## src/rtl/arcade_pkg.sv

```systemverilog
// Shared types and constants for the Binary Arcade round controller.
// State encoding, score width and per-width LFSR feedback tap masks.
package arcade_pkg;

    typedef enum logic [1:0] {
        StIdle = 2'd0,
        StArm  = 2'd1,
        StWait = 2'd2,
        StDone = 2'd3
    } state_e;

    localparam int unsigned SCORE_W = 4;

    // Fibonacci tap masks (bit i set = state bit i feeds the XOR), maximal-length per width
    function automatic logic [7:0] lfsr_taps(input int unsigned width);
        logic [7:0] mask;
        case (width)
            4:       mask = 8'b0000_1100;
            5:       mask = 8'b0001_0100;
            6:       mask = 8'b0011_0000;
            7:       mask = 8'b0110_0000;
            8:       mask = 8'b1011_1000;
            default: mask = 8'b0000_1100;
        endcase
        return mask;
    endfunction

endpackage

```

## src/rtl/arcade_lfsr.sv

```systemverilog
// Left-shifting Fibonacci LFSR producing the round targets; advances only when step=1.
module arcade_lfsr
    import arcade_pkg::*;
#(
    parameter int unsigned       WIDTH     = 4,
    parameter logic [WIDTH-1:0]  LFSR_SEED = 4'b1001
) (
    input  logic             clk,
    input  logic             reset,
    input  logic             step,
    output logic [WIDTH-1:0] value
);

    localparam logic [WIDTH-1:0] TAP_MASK = WIDTH'(lfsr_taps(WIDTH));

    logic             feedback;
    logic [WIDTH-1:0] value_d;

    always_comb begin
        feedback = ^(value & TAP_MASK);
        value_d  = {value[WIDTH-2:0], feedback};
    end

    always_ff @(posedge clk) begin
        if (reset) begin
            value <= LFSR_SEED;
        end else if (step) begin
            value <= value_d;
        end
    end

endmodule

```

## src/rtl/arcade_round_controller.sv

```systemverilog
// Binary Arcade round sequencer: target draw, guess judging, round timeout, score.
// Optional lives counter enabled by defining ARCADE_LIVES_EN.
module arcade_round_controller
    import arcade_pkg::*;
#(
    parameter int unsigned WIDTH        = 4,
    parameter int unsigned TARGET_SCORE = 10,
    parameter int unsigned ROUND_CYCLES = 16,
    parameter logic [7:0]  LFSR_SEED    = 8'h09
`ifdef ARCADE_LIVES_EN
    ,
    parameter int unsigned MAX_LIVES    = 3
`endif
) (
    input  logic               clk,
    input  logic               reset,
    input  logic               start,
    input  logic [WIDTH-1:0]   guess,
    input  logic               guess_valid,
    output logic [WIDTH-1:0]   target,
    output logic               target_valid,
    output logic               hit,
    output logic               miss,
    output logic [SCORE_W-1:0] score,
    output logic               game_over
`ifdef ARCADE_LIVES_EN
    ,
    output logic [1:0]         lives_left
`endif
);

    localparam int unsigned          TIMER_W    = $clog2(ROUND_CYCLES);
    localparam logic [TIMER_W-1:0]   TIMER_LOAD = TIMER_W'(ROUND_CYCLES - 1);
    localparam logic [SCORE_W-1:0]   TARGET     = SCORE_W'(TARGET_SCORE);

    state_e               state_q, state_d;
    logic [TIMER_W-1:0]   timer_q, timer_d;
    logic [WIDTH-1:0]     target_d;
    logic [SCORE_W-1:0]   score_d;
    logic                 hit_d, miss_d, target_valid_d, game_over_d;
    logic                 lfsr_step;
    logic [WIDTH-1:0]     lfsr_value;
`ifdef ARCADE_LIVES_EN
    localparam logic [1:0] LIVES_INIT = 2'(MAX_LIVES);
    logic [1:0]           lives_d;
`endif

    arcade_lfsr #(
        .WIDTH     (WIDTH),
        .LFSR_SEED (LFSR_SEED[WIDTH-1:0])
    ) u_lfsr (
        .clk   (clk),
        .reset (reset),
        .step  (lfsr_step),
        .value (lfsr_value)
    );

    always_comb begin
        state_d   = state_q;
        timer_d   = timer_q;
        target_d  = target;
        score_d   = score;
        hit_d     = 1'b0;
        miss_d    = 1'b0;
        lfsr_step = 1'b0;
`ifdef ARCADE_LIVES_EN
        lives_d   = lives_left;
`endif

        case (state_q)
            StIdle, StDone: begin
                if (start) begin
                    state_d = StArm;
                    score_d = '0;
`ifdef ARCADE_LIVES_EN
                    lives_d = LIVES_INIT;
`endif
                end
            end
            StArm: begin
                target_d  = lfsr_value;
                lfsr_step = 1'b1;
                timer_d   = TIMER_LOAD;
                state_d   = StWait;
            end
            StWait: begin
                // A guess on the last timer cycle wins over the timeout
                if (guess_valid) begin
                    if (guess == target) begin
                        hit_d = 1'b1;
                        if (score < TARGET) begin
                            score_d = score + 1'b1;
                        end
                        state_d = (score_d == TARGET) ? StDone : StArm;
                    end else begin
                        miss_d = 1'b1;
                    end
                end else if (timer_q == '0) begin
                    miss_d = 1'b1;
                end else begin
                    timer_d = timer_q - 1'b1;
                end

                if (miss_d) begin
                    state_d = StArm;
`ifdef ARCADE_LIVES_EN
                    if (lives_left != 2'd0) begin
                        lives_d = lives_left - 2'd1;
                    end
                    if (lives_left <= 2'd1) begin
                        state_d = StDone;
                    end
`endif
                end
            end
            default: state_d = StIdle;
        endcase

        target_valid_d = (state_d == StWait);
        game_over_d    = (state_d == StDone);
    end

    always_ff @(posedge clk) begin
        if (reset) begin
            state_q      <= StIdle;
            timer_q      <= '0;
            target       <= '0;
            target_valid <= 1'b0;
            hit          <= 1'b0;
            miss         <= 1'b0;
            score        <= '0;
            game_over    <= 1'b0;
`ifdef ARCADE_LIVES_EN
            lives_left   <= LIVES_INIT;
`endif
        end else begin
            state_q      <= state_d;
            timer_q      <= timer_d;
            target       <= target_d;
            target_valid <= target_valid_d;
            hit          <= hit_d;
            miss         <= miss_d;
            score        <= score_d;
            game_over    <= game_over_d;
`ifdef ARCADE_LIVES_EN
            lives_left   <= lives_d;
`endif
        end
    end

endmodule

```

## config.mk

```make
export PLATFORM = sky130hd
export DESIGN_NAME = arcade_round_controller
export DESIGN_NICKNAME = d
export VERILOG_FILES = /design/src/rtl/arcade_pkg.sv /design/src/rtl/arcade_lfsr.sv /design/src/rtl/arcade_round_controller.sv
export SDC_FILE = /design/constraint.sdc
export NUM_CORES = 1
export LEC_CHECK = 0
export CAP_MARGIN = 40
export CORE_MARGIN = 2
export CORE_UTILIZATION = 50
export CTS_CLUSTER_SIZE = 16
export DETAILED_ROUTE_END_ITERATION = 7
export MAX_ROUTING_LAYER = met4
export PLACE_DENSITY = 0.83
export SYNTH_ARGS = -nofsm -noshare
export SYNTH_HDL_FRONTEND = slang
export SYNTH_SLANG_ARGS = --single-unit
```

## constraint.sdc

```tcl
create_clock -name clk -period 2.5 [get_ports clk]
set_input_delay 0.25 -clock clk [delete_from_list [all_inputs] [get_ports clk]]
set_output_delay 0.25 -clock clk [all_outputs]
set_load 0.01 [all_outputs]
```

==> metrics.md, run 1 <==
| Metric | Value |
|---|---|
| Fillers | `180` |
| Finished Layout Cells | `between 150 and 200` |
| CP Capture Type | `flip-flop` |
| Final GP Congestion | `about 0.91` |
| Mean Syn Cell Area | `between 8 and 9 µm²` |
| Top-area cell type share of the netlist area | `37.2%` |
| Ordered list of cells on the worst path | `inv_1 > ha_1 > o21ai_0 > nor2_1 > o311ai_0 > o21ai_0` |
| Vias in the first global route | `approximately 960` |
| Total power | `1150 µW` |
| Die width | `50.4 µm` |
| Diode count | `0` |
| Tcrit/Tclk final | `between 70% and 80%` |
| Syn_nets | `around 140` |
| Final setup margin | `~0.64 ns` |
| Htree depth | `1` |
| Slowest cell on crit path | `ha_1` |
| Die area | `about 2500 µm²` |
| Synthesis-stage register bit count | `20` |
| Final Max Slew Viols | `0` |
| Syn-to-layout area delta | `21.7%` |
| Dominant cell type by area after synthesis | `dfxtp_1` |
| Main area contributors after synthesis | `dfxtp_1, nor2_1, mux2i_1` |
| RSZ-0062 raised after global routing | `false` |
| Status | `complete, no violations` |
| Share of flip-flops with an asynchronous set or reset | `0%` |
| Most frequent cells in the layout | `nor2_1, dfxtp_1, clkdlybuf4s50_1` |
| Post-placement cell count | `169` |
| Max-slew headroom | `72.1%` |
| Startpoint types | `flip-flop` |
| Cell Area, Synth | `1080 µm²` |
| Slowest Stage Delay on Critical Path | `around 0.4 ns` |
| EDFF count, synth | `0` |
| CTS Hold Bufs | `0` |
| Vias/cell | `5.65` |
| CTS tree | `built` |
| Nets@finish | `159` |
| Total negative setup slack | `0 ns` |
| Drt wl/cell | `12.8 µm` |
| Total number of vias | `just under 1000` |
| Fin. Hold Viols | `0` |
| First-pass DRT Iterations | `4` |
| Critical path buffers and inverters | `1` |
| Critical path fanouts, max | `10` |
| First-pass GRT wire length | `a little under 4000 µm` |
| Die height | `50.4 µm` |
| Layout cells sized above 1 | `between 8 and 9%` |
| CP top delay family | `compound AO/OA/AOI/OAI gates` |
| DRC Markers | `0` |
| Worst endpoint data arrival time | `2.03 ns` |
| CTS Buf Count | `3` |
| Setup bufs post-CTS | `0` |
| Req. time, crit path | `around 2.7 ns` |
| Most common cell after layout, fill and taps aside | `nor2_1` |
| ANT nets after route | `0` |
| Kind of critical path | `reg2reg` |
| DR iter-0 viols | `14` |
| GRT Total Usage | `between 20% and 30%` |
| Lkg Pwr | `approximately 0.00048 µW` |
| Final Critical Period | `between 1.5 and 2 ns` |
| VDD IR max | `about 0.58 mV` |
| Initial Utilization | `a little over half` |
| Routed wire length | `2220 µm` |
| Fmax | `around 0.54 GHz` |
| CTS max path bufs | `2` |
| Warnings, synthesis | `0` |
| PD cells | `roughly 880 nW/µm²` |
| # IOs | `20` |
| Clock Skews | `about 0.016 ns` |
| Antenna violations before repair | `0` |
| Clock-pin slew on the worst setup and hold paths | `roughly 0.12 ns` |
| Clk sink count | `20` |
| Root Buffer | `clkbuf_4` |
| CTS resizes | `0` |
| Most used cell, CP | `o21ai_0` |
| Core area | `2000 µm²` |
| Sequential share of the synthesized area | `37.2%` |
| Worst slew pin tran | `around 0.42 ns` |
| Pre-CTS setup slack | `just over 0.6 ns` |
| Grt ovf | `0` |
| Max-cap violations | `0` |
| Post-Synthesis Cells | `around 130` |
| Row count | `16` |
| Top_reg_cell synth | `dfxtp_1` |
| DP HPWL | `roughly 1700 µm` |
| Finish-stage setup viols | `0` |
| Worst skew pair latency | `a little over 0.3 ns` |
| Pin count of the biggest net entering global routing | `12` |
| Port bufs | `19` |
| Synth cell types | `42` |
| HP Class | `reg2reg` |
[flip-flops by register name, indices dropped and copies added (netlist names)]
signal,count
game_over,1
hit,1
miss,1
score,4
state_q,2
target,4
target_valid,1
timer_q,4
u_lfsr.value,2
[synth_stat cells (3+ instances only)]
cell / count
dfxtp_1: 20
o21ai_0: 4
xnor2_1: 5
clkbuf_1: 3
inv_1: 8
nor2b_1: 3
nand2_1: 6
mux2i_1: 6
a21oi_1: 7
nor2_1: 21
ha_1: 4
nor3_1: 3
[path summary, 6_finish.rpt]
check                           startpoint         end  slack [ns]  depth (start not counted)
worst max-delay path            state_q[0]    score[1]        0.64                          6
worst min-delay path            timer_q[3]  timer_q[3]        0.50                          1
worst max register to register  state_q[0]    score[1]        0.64                          6
worst min register to register  timer_q[3]  timer_q[3]        0.50                          1
[through the flow]
stage / utilization [%] / instance area, µm² / hold WS [ns]
finish: 65.5 / 1310 / 0.501
global route: 65.5 / 1310 / 0.552
CTS: 65.5 / 1310 / 0.502
detailed placement: 63.7 / 1270 / 0.484
global placement: 63.7 / 1270 / 0.472
floorplan: - / 1080 / 0.450
[per-layer routing]
layer | track usage [%] | part of all wire [%] | vias up
met5 | - | 0 | -
met4 | 7.21 | 1.1 | 0
met3 | 3.87 | 4.9 | 5
met2 | 36.4 | 49 | 29
met1 | 23.8 | 44 | 460
li1 | - | - | 484
[layout make-up]
cell class,instances,area (µm²),area share (%)
Clock buffer,4,36.3,2.77
Inverter,8,30.0,2.29
Multi-Input combinational cell,93,606,46.2
Sequential cell,20,400,30.5
Tap cell,27,33.8,2.58
Timing Repair Buffer,21,205,15.6
[worst reg2reg max path, delay by kind of cell (launching register included)]
family                     cells  cell delay (ns)
DFF                            1             0.39
buffers and inverters          1             0.06
adders and majority gates      1             0.40
AOI/OAI and AO/OA              3             0.76
and+or+nand+nor                1             0.12
[where the power goes]
group	internal [µW]	switching [µW]	total, µW	leakage, µW
clock network	88.8	101	190	0.0000210
registers	393	70.9	464	0.000163
logic	238	257	495	0.000296
[cells by family (layout without fill, tap and decap cells)]
| kind of cell | after synthesis | after routing | share of synthesized area (%) |
|---|---|---|---|
| xor gates and xnor gates | 5 | 5 | 4.06 |
| DFF | 20 | 20 | 37.2 |
| and+or+nand+nor | 49 | 49 | 22.9 |
| adders and majority gates | 4 | 4 | 4.65 |
| AOI/OAI and AO/OA | 29 | 29 | 19.0 |
| buffers and inverters | 16 | 33 | 6.62 |
| muxes | 6 | 6 | 5.58 |
Note: power is estimated with default switching activity, not from simulation.
==> run 2: changes to the inputs <==
--- a/config.mk
+++ b/config.mk
@@ -7,11 +7,11 @@
 export LEC_CHECK = 0
 export CAP_MARGIN = 40
 export CORE_MARGIN = 2
-export CORE_UTILIZATION = 50
+export CORE_UTILIZATION = 45
 export CTS_CLUSTER_SIZE = 16
 export DETAILED_ROUTE_END_ITERATION = 7
 export MAX_ROUTING_LAYER = met4
-export PLACE_DENSITY = 0.83
+export PLACE_DENSITY = 0.79
 export SYNTH_ARGS = -nofsm -noshare
 export SYNTH_HDL_FRONTEND = slang
 export SYNTH_SLANG_ARGS = --single-unit
==> constraint.sdc (replaced) <==
create_clock -name clk -period 1.7 [get_ports clk]
set_input_delay 0.17 -clock clk [delete_from_list [all_inputs] [get_ports clk]]
set_output_delay 0.17 -clock clk [all_outputs]
set_load 0.01 [all_outputs]
==> run 2 against run 1 <==
  * Combinational power grew 100%
  * Maximum frequency is 14% higher
  * Clock power up 110%
  * First-iteration DRC count up 50%
  * Critical path type unchanged
  * Wire length is 13% higher
  * Largest cell class unchanged
  * Final area grew 14%
  * Die area rose by 10%
==> metrics.md, run 2 (synthesis results as in run 1) <==
| Metric | Value |
|---|---|
| Startpoint types | `flip-flop` |
| CTS Hold Bufs | `0 (unchanged)` |
| Vias in the first global route | `954 (-0.52%)` |
| Final Critical Period | `1.64 ns (-0.222 ns)` |
| Hold Worst Slack | `0.503 ns (+0.00137 ns)` |
| Row count | `17 (+1)` |
| Kind of critical path | `reg2reg` |
| Finish-stage setup viols | `0 (unchanged)` |
| DR iter-0 viols | `21 (+7)` |
| DP HPWL | `1900 µm (+14%)` |
| Hold Crit Depth | `1 (unchanged)` |
| Worst endpoint data arrival time | `1.90 ns (-0.13 ns)` |
| Drt wl/cell | `13.2 µm (+3.1%)` |
| Die width | `52.9 µm (+5.0%)` |
| Req. time, crit path | `1.96 ns (-0.72 ns)` |
| Final GP Congestion | `0.884 (-3.4%)` |
| Worst slew pin tran | `0.362 ns (-0.0562 ns)` |
| RSZ-0062 raised after global routing | `true` |
| CTS max path bufs | `2 (unchanged)` |
| Most common cell after layout, fill and taps aside | `nor2_1` |
| First-pass DRT Iterations | `4 (unchanged)` |
| CTS tree | `built` |
| Met2 wire len | `1220 µm (+12%)` |
| Root Buffer | `clkbuf_4` |
| Worst r2r src | `timer_q[0]` |
| Fillers | `186 (+3.3%)` |
| Hold Crit Start | `timer_q[3]` |
| Worst skew pair latency | `0.31 ns (about the same)` |
| Port bufs | `19 (unchanged)` |
| Total number of vias | `1023 (+4.6%)` |
| Lkg Pwr | `0.000579 µW (+21%)` |
| Fmax | `0.611 GHz (+14%)` |
| CTS Buf Count | `3 (unchanged)` |
| Die height | `52.9 µm (+5.0%)` |
| Most frequent cells in the layout | `nor2_1, clkdlybuf4s50_1, buf_4` |
| Worst R2R Setup Slack | `0.06 ns (-0.58 ns)` |
| VDD IR max | `0.916 mV (+59%)` |
| Vias/cell | `5.38 (-4.8%)` |
| Grt ovf | `0 (unchanged)` |
| Tcrit/Tclk final | `96.3% (+22 points)` |
| Htree depth | `1 (unchanged)` |
| Clock-pin slew on the worst setup and hold paths | `0.12 ns (about the same)` |
| R2R cell count | `8 (+2)` |
| ANT nets after route | `0 (unchanged)` |
| PD cells | `1390 nW/µm² (+59%)` |
| Layout cells sized above 1 | `26.5% (+18 points)` |
| M1 WL | `1100 µm (+11%)` |
| Status | `complete, no violations` |
| Fin. Hold Viols | `0 (unchanged)` |
| Final Max Slew Viols | `0 (unchanged)` |
| Clock Skews | `0.00112 ns (-0.0148 ns)` |
| Diode count | `0 (unchanged)` |
| First-pass GRT wire length | `4130 µm (+3.8%)` |
| HP Class | `reg2reg` |
| Core area | `2230 µm² (+12%)` |
| Critical path fanouts, max | `3 (-7)` |
| Total negative setup slack | `0 ns (unchanged)` |
| GRT Total Usage | `20.8% (-0.043 points)` |
| Met3 WL | `141 µm (+29%)` |
| Max-cap violations | `0 (unchanged)` |
| Clk sink count | `20 (unchanged)` |
| Die area | `2800 µm² (+10%)` |
| Routed wire length | `2510 µm (+13%)` |
| Worst reg2reg endpoint | `game_over` |
| Pin count of the biggest net entering global routing | `13 (+1)` |
| Hold Path Sink | `timer_q[3]` |
| Nets@finish | `175 (+10%)` |
| Syn-to-layout area delta | `39.1%` |
| DRC Markers | `0 (unchanged)` |
| # IOs | `20 (unchanged)` |
| Max layer used | `met4` |
| Max-slew headroom | `75.8% (+3.7 points)` |
| Antenna violations before repair | `0 (unchanged)` |
| CP Capture Type | `flip-flop` |
| Initial Utilization | `48.2% (-5.6 points)` |
| Largest regs | `score x4, target x4, timer_q x4` |
[run 2: cell count changes in the layout (fill, tap and decap cells not counted), sizes merged]
| cell | delta |
|---|---|
| bufinv | +1 |
| buf | +16 |
| clkbuf | -1 |
[run 2: area by class of cell]
cell class                 instances  area [µm²]  share of cell area, %
sequential                        20         407                   27.1
multi-input combinational         93         649                   43.3
clock buffer                       3        22.5                   1.50
clock inverter                     1        30.0                   2.00
tap                               28        35.0                   2.34
inverter                           8        30.0                   2.00
timing repair buffer              37         325                   21.7
[run 2: routing by layer]
metal | vias up | GRT usage (%)
li1 | 517 | -
met1 | 460 | 24.8
met2 | 39 | 34.2
met3 | 7 | 3.39
met4 | 0 | 9.83
met5 | - | -
[run 2: repair_timing]
item / in CTS / in global routing
pin swaps: 0 / 8
setup endpoints to repair: 6 / 9
resized for setup: 5 / 11
buffers inserted: 0 / 1
[run 2: power by group]
group / leakage, µW / internal [µW] / total (µW) / switching [µW]
combinational: 0.000386 / 536 / 1010 / 474
clock: 0.0000279 / 239 / 399 / 160
sequential: 0.000165 / 586 / 675 / 88.8
total: 0.000579 / 1360 / 2080 / 723
[run 2: worst max-delay path, cell delays in order (launching register included)]
cell	delay (ns)
dfxtp_2	0.35
inv_2	0.04
ha_2	0.18
nor3b_1	0.16
buf_4	0.15
or3_4	0.36
a21oi_2	0.15
a41oi_2	0.07
nor2_1	0.12
[run 2: worst max path at each step]
| stage | start | end | slack, ns | cells after the start |
|---|---|---|---|---|
| after floorplan | state_q[0] | game_over | 0.02 | 7 |
| after global placement | timer_q[0] | game_over | 0.01 | 8 |
| after detailed placement | guess[2] | score[1] | -0.05 | 6 |
| after CTS | timer_q[0] | target_valid | -0.007 | 8 |
| after global routing | timer_q[0] | timer_q[3] | -0.04 | 7 |
| final | timer_q[0] | game_over | 0.06 | 8 |
[run 2: through the flow]
step / std cells / power (µW) / util, % / cell area, µm² / setup slack (ns)
after global routing: 190 / 2210 / 67.1 / 1500 / -0.0436
after detailed placement: 185 / 1590 / 62.2 / 1390 / -0.0512
after floorplan: 129 / 1240 / - / 1080 / 0.0222
final: 190 / 2080 / 67.1 / 1500 / 0.0637
after global placement: 185 / 1550 / 62.2 / 1390 / 0.0139
after CTS: 189 / 2020 / 65.3 / 1460 / -0.00706
